$ cat src/rtl/rename_table_gen.sv
// Checkpointed register rename table: arch->phys mapping with ready bits per version,
// a commit table for full-flush recovery, and registered source/old-dest lookups.
module rename_table_gen #(
  parameter int NUM_ARCH_REGS   = 32,
  parameter int PHYS_W          = 6,
  parameter int NUM_CHECKPOINTS = 4,
  parameter int NUM_SRC         = 3,
  parameter int NUM_WB          = 2,
  parameter int ZERO_REG        = 0,
  localparam int ARCH_W = $clog2(NUM_ARCH_REGS),
  localparam int CP_W   = $clog2(NUM_CHECKPOINTS)
) (
  input  logic                             clk_i,
  input  logic                             rst_i,
  input  logic [NUM_SRC-1:0][ARCH_W-1:0]   read_src_i,
  input  logic [ARCH_W-1:0]                old_dst_i,
  input  logic                             write_dst_i,
  input  logic [PHYS_W-1:0]                new_dst_i,
  input  logic [NUM_WB-1:0]                ready_i,
  input  logic [NUM_WB-1:0][ARCH_W-1:0]    vaddr_i,
  input  logic [NUM_WB-1:0][PHYS_W-1:0]    paddr_i,
  input  logic                             recover_commit_i,
  input  logic [ARCH_W-1:0]                commit_old_dst_i,
  input  logic                             commit_write_dst_i,
  input  logic [PHYS_W-1:0]                commit_new_dst_i,
  input  logic                             do_checkpoint_i,
  input  logic                             do_recover_i,
  input  logic                             delete_checkpoint_i,
  input  logic [CP_W-1:0]                  recover_checkpoint_i,
  output logic [NUM_SRC-1:0][PHYS_W-1:0]   src_o,
  output logic [NUM_SRC-1:0]               rdy_o,
  output logic [PHYS_W-1:0]                old_dst_o,
  output logic [CP_W-1:0]                  checkpoint_o,
  output logic                             checkpoint_taken_o,
  output logic                             out_of_checkpoints_o
);

  localparam logic [CP_W-1:0] CP_LAST = CP_W'(NUM_CHECKPOINTS - 1);

  logic [PHYS_W-1:0]        r_map    [NUM_CHECKPOINTS][NUM_ARCH_REGS];
  logic [NUM_ARCH_REGS-1:0] r_rdy    [NUM_CHECKPOINTS];
  logic [PHYS_W-1:0]        r_commit [NUM_ARCH_REGS];
  logic [CP_W-1:0]          r_head, r_tail, r_count;

  logic                     w_ren, w_cp_en, w_cwr;
  logic [CP_W-1:0]          w_head_nxt;
  logic [NUM_ARCH_REGS-1:0] w_wb_hit [NUM_CHECKPOINTS];
  logic [PHYS_W-1:0]        w_hmap   [NUM_ARCH_REGS];
  logic [NUM_ARCH_REGS-1:0] w_hrdy;
  logic [NUM_SRC-1:0][PHYS_W-1:0] w_src;
  logic [NUM_SRC-1:0]             w_src_rdy;

  assign w_ren   = write_dst_i && !recover_commit_i && !do_recover_i &&
                   !(ZERO_REG != 0 && old_dst_i == '0);
  assign w_cp_en = do_checkpoint_i && (r_count < CP_LAST) && !do_recover_i && !recover_commit_i;
  assign w_cwr   = commit_write_dst_i && !recover_commit_i &&
                   !(ZERO_REG != 0 && commit_old_dst_i == '0);
  assign w_head_nxt = r_head + 1'b1;

  // Writeback wakeup: a version's entry goes ready when its current mapping matches the tag.
  always_comb begin
    for (int v = 0; v < NUM_CHECKPOINTS; v++) begin
      w_wb_hit[v] = '0;
      for (int r = 0; r < NUM_ARCH_REGS; r++)
        for (int w = 0; w < NUM_WB; w++)
          if (ready_i[w] && vaddr_i[w] == ARCH_W'(r) && paddr_i[w] == r_map[v][r])
            w_wb_hit[v][r] = 1'b1;
    end
  end

  // Next head contents; clearing the renamed bit after the OR also masks a same-cycle wakeup.
  always_comb begin
    for (int r = 0; r < NUM_ARCH_REGS; r++) w_hmap[r] = r_map[r_head][r];
    w_hrdy = r_rdy[r_head] | w_wb_hit[r_head];
    if (w_ren) begin
      w_hmap[old_dst_i] = new_dst_i;
      w_hrdy[old_dst_i] = 1'b0;
    end
  end

  for (genvar s = 0; s < NUM_SRC; s++) begin : g_src
    always_comb begin
      w_src[s]     = r_map[r_head][read_src_i[s]];
      w_src_rdy[s] = r_rdy[r_head][read_src_i[s]];
      for (int w = 0; w < NUM_WB; w++)
        if (ready_i[w] && vaddr_i[w] == read_src_i[s] && paddr_i[w] == w_src[s])
          w_src_rdy[s] = 1'b1;
      if (ZERO_REG != 0 && read_src_i[s] == '0) begin
        w_src[s]     = '0;
        w_src_rdy[s] = 1'b1;
      end
    end
  end

  always_ff @(posedge clk_i) begin
    if (rst_i) begin
      for (int v = 0; v < NUM_CHECKPOINTS; v++) begin
        for (int r = 0; r < NUM_ARCH_REGS; r++) r_map[v][r] <= PHYS_W'(r);
        r_rdy[v] <= '1;
      end
      for (int r = 0; r < NUM_ARCH_REGS; r++) r_commit[r] <= PHYS_W'(r);
      r_head             <= '0;
      r_tail             <= '0;
      r_count            <= '0;
      src_o              <= '0;
      rdy_o              <= '0;
      old_dst_o          <= '0;
      checkpoint_taken_o <= 1'b0;
    end else if (recover_commit_i) begin
      for (int r = 0; r < NUM_ARCH_REGS; r++) r_map[0][r] <= r_commit[r];
      for (int v = 0; v < NUM_CHECKPOINTS; v++) r_rdy[v] <= '1;
      r_head             <= '0;
      r_tail             <= '0;
      r_count            <= '0;
      src_o              <= '0;
      rdy_o              <= '0;
      old_dst_o          <= '0;
      checkpoint_taken_o <= 1'b0;
    end else begin
      for (int v = 0; v < NUM_CHECKPOINTS; v++) r_rdy[v] <= r_rdy[v] | w_wb_hit[v];
      if (!do_recover_i) begin
        for (int r = 0; r < NUM_ARCH_REGS; r++) r_map[r_head][r] <= w_hmap[r];
        r_rdy[r_head] <= w_hrdy;
        if (w_cp_en) begin
          for (int r = 0; r < NUM_ARCH_REGS; r++) r_map[w_head_nxt][r] <= w_hmap[r];
          r_rdy[w_head_nxt] <= w_hrdy;
          r_head            <= w_head_nxt;
        end
        r_count   <= r_count + CP_W'(w_cp_en) - CP_W'(delete_checkpoint_i);
        src_o     <= w_src;
        rdy_o     <= w_src_rdy;
        old_dst_o <= r_map[r_head][old_dst_i];
      end else begin
        r_head  <= recover_checkpoint_i;
        r_count <= recover_checkpoint_i - r_tail;
      end
      r_tail             <= r_tail + CP_W'(delete_checkpoint_i);
      checkpoint_taken_o <= w_cp_en;
      if (w_cwr) r_commit[commit_old_dst_i] <= commit_new_dst_i;
    end
  end

  assign checkpoint_o         = r_head;
  assign out_of_checkpoints_o = (r_count == CP_LAST);

endmodule

$ cat config.mk
export PLATFORM = sky130hd
export DESIGN_NAME = rename_table_gen
export DESIGN_NICKNAME = d
export VERILOG_FILES = /design/src/rtl/rename_table_gen.sv
export SDC_FILE = /design/constraint.sdc
export NUM_CORES = 2
export LEC_CHECK = 0
export CAP_MARGIN = 10
export CORE_ASPECT_RATIO = 0.7
export CORE_MARGIN = 5
export CORE_UTILIZATION = 40
export DETAILED_ROUTE_END_ITERATION = 8
export PLACE_DENSITY_LB_ADDON = 0.3
export SLEW_MARGIN = 30
export SYNTH_ARGS = -nofsm -noshare
export SYNTH_HDL_FRONTEND = slang
export SYNTH_SLANG_ARGS = --single-unit
$ cat constraint.sdc
create_clock -name clk_i -period 18.9 [get_ports clk_i]
set_input_delay 3.78 -clock clk_i [delete_from_list [all_inputs] [get_ports clk_i]]
set_output_delay 3.78 -clock clk_i [all_outputs]
set_load 0.03 [all_outputs]
## After elaboration in Yosys (flattened, before gate mapping)

Memories as Yosys holds them, arrays and structs flattened. A register that Yosys moved wholly into a read port is not among the register bits.
Cells that the tools add are included.

| storage, ports and cells | value |
|---|---|
| register bits | 34 |
| memory bits (writable) | 1,088 |
| input port bits | 71 |
| output and inout bits | 31 |
| logic and storage cells | 1,128 |
| memories kept | 3 |

| cells by class | value |
|---|---|
| $add $sub $neg | 5 |
| magnitude comparators | 12 |
| equality and inequality tests | 331 |
| multiplexer cells | 367 |
| bitwise gates (word level) | 52 |
| reductions and logical operators | 349 |

Memory list:

| memory | words | bits a word | rd ports | clocked after memory_dff | write ports | line | RTL |
|---|---|---|---|---|---|---|---|
| r_map | 4 | 192 | 5 | 1 | 4 | 40 | `logic [PHYS_W-1:0] r_map [NUM_CHECKPOINTS][NUM_ARCH_REGS];` |
| r_commit | 32 | 6 | 32 | 0 | 32 | 42 | `logic [PHYS_W-1:0] r_commit [NUM_ARCH_REGS];` |
| r_rdy | 4 | 32 | 5 | 1 | 6 | 41 | `logic [NUM_ARCH_REGS-1:0] r_rdy [NUM_CHECKPOINTS];` |

Operators with widths:

| kind | count |
|---|---|
| equality test 6 bit | 262 |
| 2-to-1 mux 192 bit | 3 |
| 2-to-1 mux 32 bit | 12 |
| OR reduction 192 bit | 2 |
| logical AND 1 bit | 340 |
| 2-to-1 mux 1 bit | 289 |
| 2-to-1 mux 6 bit | 42 |
| bitwise mux 192 bit | 1 |
| equality test 5 bit (second input constant) | 32 |
| bitwise OR 32 bit | 5 |
| binary-select mux 6 bit (select 5 bit) | 4 |
| equality test 5 x 4 -> 1 bit (second input constant) | 16 |
| binary-select mux 32 bit (select 2 bit) | 1 |
| equality test 5 x 3 -> 1 bit (second input constant) | 8 |
| bitwise OR 1 bit | 40 |
| bitwise AND 32 bit | 1 |
| NOT 32 bit | 1 |
| demux 6 bit (select 5 bit) | 1 |
| equality test 5 bit | 6 |
| >= comparator 6 bit (second input constant) | 4 |
| less-than comparator 5 x 6 -> 1 bit (second input constant) | 4 |
| NOT 5 -> 6 bit | 4 |
| equality test 5 x 2 -> 1 bit (second input constant) | 4 |
| 2-to-1 mux 2 bit | 9 |
| other kinds (19) | 25 |

## Longest topological paths before layout

| depth | value |
|---|---|
| word-level depth | 11 |
| gate-level depth with buffers | 17 |
| mapped depth without buffers | 10 |

## Worst setup path after synthesis

Ideal clock, no wire load.

| timing path | value |
|---|---|
| path kind | input port to flip-flop |
| start | in do_recover_i |
| end | mem r_map[1][0] (netlist bit) (enable) |
| library setup time | 580 ps |
| data arrival time | 9,055 ps |
| data required time | 18,320 ps |
| setup slack | 9,265 ps |
| cell stages on the path | 7 |
| buffers on the path | 2 |
| cells stage by stage | buf_2 -> nor3_1 -> and3_1 -> clkbuf_1 -> nand2_1 -> o21a_1 -> nand2b_1 |

RTL lines:

| element | line | RTL |
|---|---|---|
| start: declaration | 27 | `input logic do_recover_i,` |
| end: declaration | 40 |  |

==> run summary <==
Status
- **outcome** finished, final reports clean

STA
- **Setup Total Neg Slack** 0 ns
- **Hold Slack** 0.470 ns
- **fin crit share** 41.5%
- **final critical-path required period** 7.84 ns
- **worst slew margin relative to its limit** 17.0%
- **total of endpoints with negative setup slack in the final report** 0
- **setup repair after global routing missed its margin** false
- **Worst-Margin Slew** 1.24 ns
- **final setup skew** 0.0749 ns
- **Fin. Hold Viols** 0
- **worst setup slack after layout** 11.06 ns
- **Slew Viols, Final** 0
- **Achievable Freq** 128 MHz

Setup path
- **startpoint kind of the worst setup timing path** input pin
- **Max FO, Critical Path** 181
- **worst reg-to-reg path cell count** 11
- **crit-path cells** clkdlybuf4s50_1, nor3_2, buf_12, a32oi_4, buf_4, nand2b_4, buf_4, buf_4
- **arrival time at the worst endpoint** 8.25 ns
- **Worst R2R Setup Slack** 13.09 ns
- **crit path max-delay cell type** sky130_fd_sc_hd__buf_4
- **maximum cell stage delay along the critical path** 0.77 ns
- **data required time at the worst endpoint** 19.31 ns
- **start-to-end type of the worst setup path** in -> reg
- **Reg2Reg Capture Point** rdy_o[0]
- **most repeated library cell on the critical path** sky130_fd_sc_hd__buf_4
- **kind of capture point of the worst setup path** register

Global route
- **via count of the first global-routing pass** 67.5k
- **number of antenna violations at the first check in global routing** 47
- **maximum number of pins on one net before global-route repair** 182
- **total congestion overflow** 0
- **overall track demand over capacity in global routing** 36.9%
- **global-route wire length before repair** 576,000 um

Clock tree
- **depth of the CTS H-tree** 3
- **hold_buf cts** 0
- **Inserted Clock Buffers** 115
- **clock slew at the register clock pins of the worst setup and hold paths** 0.06 ns
- **clk_lat worst skew** 0.82 ns
- **buffer count from post-CTS setup fixing** 0
- **TritonCTS sink count** 1,124
- **Max Buffers Root-to-Sink** 3
- **post-cts gate resize count** 0
- **root buffer cell** sky130_fd_sc_hd__clkbuf_16
- **CTS tree** done

Drt
- **wirelength, routed** 424,000 um
- **detailed-route via count** 74.0k
- **Pre-Repair DR Iteration Count** 8
- **DRC violation count after routing** 0
- **number of antenna-violating nets in the routed design** 0
- **Routed wire per std cell** 40.3 um
- **DRT iter0 DRCs** 14.3k
- **mean number of vias per cell** 7.04

Synth
- **fraction of the yosys area taken by sequential cells** 39.4%
- **share of synthesized registers carrying an async set or reset** 0%
- **mean cell area of the mapped netlist** 11.0 um^2
- **yosys synthesis warning count** 0
- **Post-Synthesis Cell Area** 0.0847 mm^2
- **number of flops mapped to enable cells by yosys** 1,088
- **top_reg_cell synth** sky130_fd_sc_hd__edfxtp_1
- **Seq cells post-synth** 1,124
- **number of instances in the synthesized netlist** 7,726
- **Distinct cells, synth** 78

Place
- **number of placed instances, taps included** 10.2k
- **number of buffers inserted by port buffering** 101
- **placed wire-length estimate** 285,000 um
- **post-placement worst setup slack** 10.35 ns
- **placer's final routability congestion estimate** 1.08

Power and ir drop
- **worst ir drop on vdd** 0.0839 mV
- **net switching power** 2.25 mW
- **leakage component of the power** 28.0 nW
- **Switching Share** 32.3%
- **sequential fraction of design power** 42.9%
- **P_int** 4.73 mW
- **clock network power share** 36.3%
- **Power Density** 75.3 mW/mm^2
- **power share of the combinational group** 20.9%

Die
- **area of the core** 0.211 mm^2
- **Die ar.** 0.221 mm^2
- **site row count** 141
- **die outline height** 395 um
- **starting density of the core** 40.2%
- **Chip Width** 560 um
- **ports placed on the boundary** 102

Finish
- **Final Util** 44.0%
- **post-route non-filler standard cell count** 10.5k
- **Final Net Count** 7,651
- **fraction of layout instances using a drive strength above 1** 14.5%
- **Area Growth Syn to Fin** 9.47%

Flow run
- **Max Cap Viol** 0

Hold path
- **cell depth of the worst hold path** 2
- **type of the tightest min-delay check** reg -> reg
- **capture endpoint of the worst hold path** src_o[11]
- **min-delay src** src_o[11]

## sequential cells by signal, indices dropped and copies added (netlist names), named ones only
name                flops
r_count                 2
old_dst_o               6
checkpoint_taken_o      1
r_commit              192
r_tail                  2
r_rdy                 128
r_map                 768
src_o                  18
checkpoint_o            2
rdy_o                   3
## cells by family (layout without fill, tap and decap cells)
family | Yosys count | count (layout) | synth area share, %
mux | 938 | 938 | 19.4
fa+ha+maj | 9 | 9 | 0.133
simple gates | 2205 | 2205 | 12.1
xor+xnor | 1608 | 1608 | 16.6
other cells | 1 | 180 | 0.00443
buf+inv | 713 | 527 | 3.72
flops | 1124 | 1124 | 39.4
compound gates | 1128 | 1128 | 8.64
## worst max-delay path, delay by kind of cell
kind | cells | cell delay, ns
buf+inv | 5 | 2.93
simple gates | 2 | 1.02
compound gates | 1 | 0.22
## cells in the mapped netlist, drive strengths merged (16+ instances only)
cell type / count / share of area (%)
edfxtp: 1088 / 39
xor2: 808 / 8.4
xnor2: 800 / 8.3
nand2: 671 / 3.0
nor2: 668 / 3.0
mux4: 556 / 15
clkbuf: 412 / 1.8
mux2i: 340 / 4.0
buf: 283 / 1.8
a21oi: 269 / 1.6
nand4: 255 / 1.9
o21ai: 245 / 1.4
nor3: 219 / 1.3
nor4: 156 / 1.2
a22oi: 148 / 1.3
o22ai: 122 / 0.90
o41ai: 117 / 1.2
or2: 43 / 0.32
mux2: 42 / 0.56
or3: 40 / 0.30
a211oi: 36 / 0.32
dfxtp: 36 / 0.85
o211ai: 36 / 0.32
nor2b: 35 / 0.26
and2: 28 / 0.21
nand2b: 28 / 0.21
a22o: 23 / 0.24
a221oi: 22 / 0.23
nand3: 21 / 0.12
a31oi: 19 / 0.14
inv: 16 / 0.071
## routing by layer
metal / up-vias / part of all wire [%] / track usage (%)
met5: - / 0.054 / 0.172
met3: 1063 / 17 / 17.0
met2: 6917 / 39 / 48.7
met1: 37401 / 39 / 51.6
met4: 30 / 4.9 / 15.3
li1: 28607 / - / -
## area by class of cell
cell class / count / area (um^2)
Clock inverter: 77 / 1010
Clock buffer: 136 / 3020
Inverter: 18 / 81.3
Antenna cell: 52 / 130
Fill cell: 19522 / 118000
Sequential cell: 1124 / 33400
Multi-Input combinational cell: 6016 / 49000
Tap cell: 2788 / 3490
Timing Repair Buffer: 296 / 2670
## through the flow
stage	area [um^2]	total power, mW
after floorplan	85200	3.84
after global placement	88500	4.39
after detailed placement	88500	4.41
after CTS	92600	6.89
after global routing	92600	7.10
final	92800	6.98
## worst max-delay path by stage
stage | startpoint | end
after floorplan | do_recover_i | r_map[1][0]
after global placement | recover_commit_i | r_map[2][46]
after detailed placement | recover_commit_i | r_map[2][30]
after CTS | recover_commit_i | r_map[2][47]
after global routing | recover_commit_i | r_map[2][33]
final | recover_commit_i | r_map[2][44]
## placed cells by master, fill, tap and decap left out, types with 15 or more instances in the layout
master	instances
sky130_fd_sc_hd__o22ai_1	122
sky130_fd_sc_hd__edfxtp_1	1088
sky130_fd_sc_hd__nand2b_1	23
sky130_fd_sc_hd__o41ai_1	117
sky130_fd_sc_hd__or2_2	41
sky130_fd_sc_hd__mux2_2	42
sky130_fd_sc_hd__a211oi_1	36
sky130_fd_sc_hd__a21oi_1	268
sky130_fd_sc_hd__diode_2	52
sky130_fd_sc_hd__nand2_1	667
sky130_fd_sc_hd__nand3_1	21
sky130_fd_sc_hd__nor2_1	655
sky130_fd_sc_hd__mux2i_1	340
sky130_fd_sc_hd__or3_1	37
sky130_fd_sc_hd__mux4_2	551
sky130_fd_sc_hd__nor4_1	151
sky130_fd_sc_hd__clkinv_1	23
sky130_fd_sc_hd__o21ai_0	237
sky130_fd_sc_hd__bufinv_16	20
sky130_fd_sc_hd__dfxtp_1	33
sky130_fd_sc_hd__clkdlybuf4s50_1	69
sky130_fd_sc_hd__and2_1	26
sky130_fd_sc_hd__nor2b_1	32
sky130_fd_sc_hd__a31oi_1	19
sky130_fd_sc_hd__clkinv_2	22
sky130_fd_sc_hd__o211ai_1	35
sky130_fd_sc_hd__buf_4	178
sky130_fd_sc_hd__conb_1	128
sky130_fd_sc_hd__clkbuf_1	17
sky130_fd_sc_hd__a221oi_1	22
sky130_fd_sc_hd__a222oi_1	15
sky130_fd_sc_hd__nand4_1	254
sky130_fd_sc_hd__a22oi_1	145
sky130_fd_sc_hd__a22o_1	23
sky130_fd_sc_hd__nor3_1	215
sky130_fd_sc_hd__clkbuf_16	117
sky130_fd_sc_hd__xor2_1	808
sky130_fd_sc_hd__xnor2_1	800
## power groups by stage
stage / Clock, mW / Combinational, mW / Sequential, mW
finish: 2.53 / 1.46 / 2.99
global route: 2.63 / 1.48 / 2.99
CTS: 2.53 / 1.38 / 2.98
detailed placement: 0 / 1.38 / 3.03
global placement: 0 / 1.36 / 3.03
floorplan: 0 / 0.852 / 2.99
Note: power is estimated with default switching activity, not from simulation.
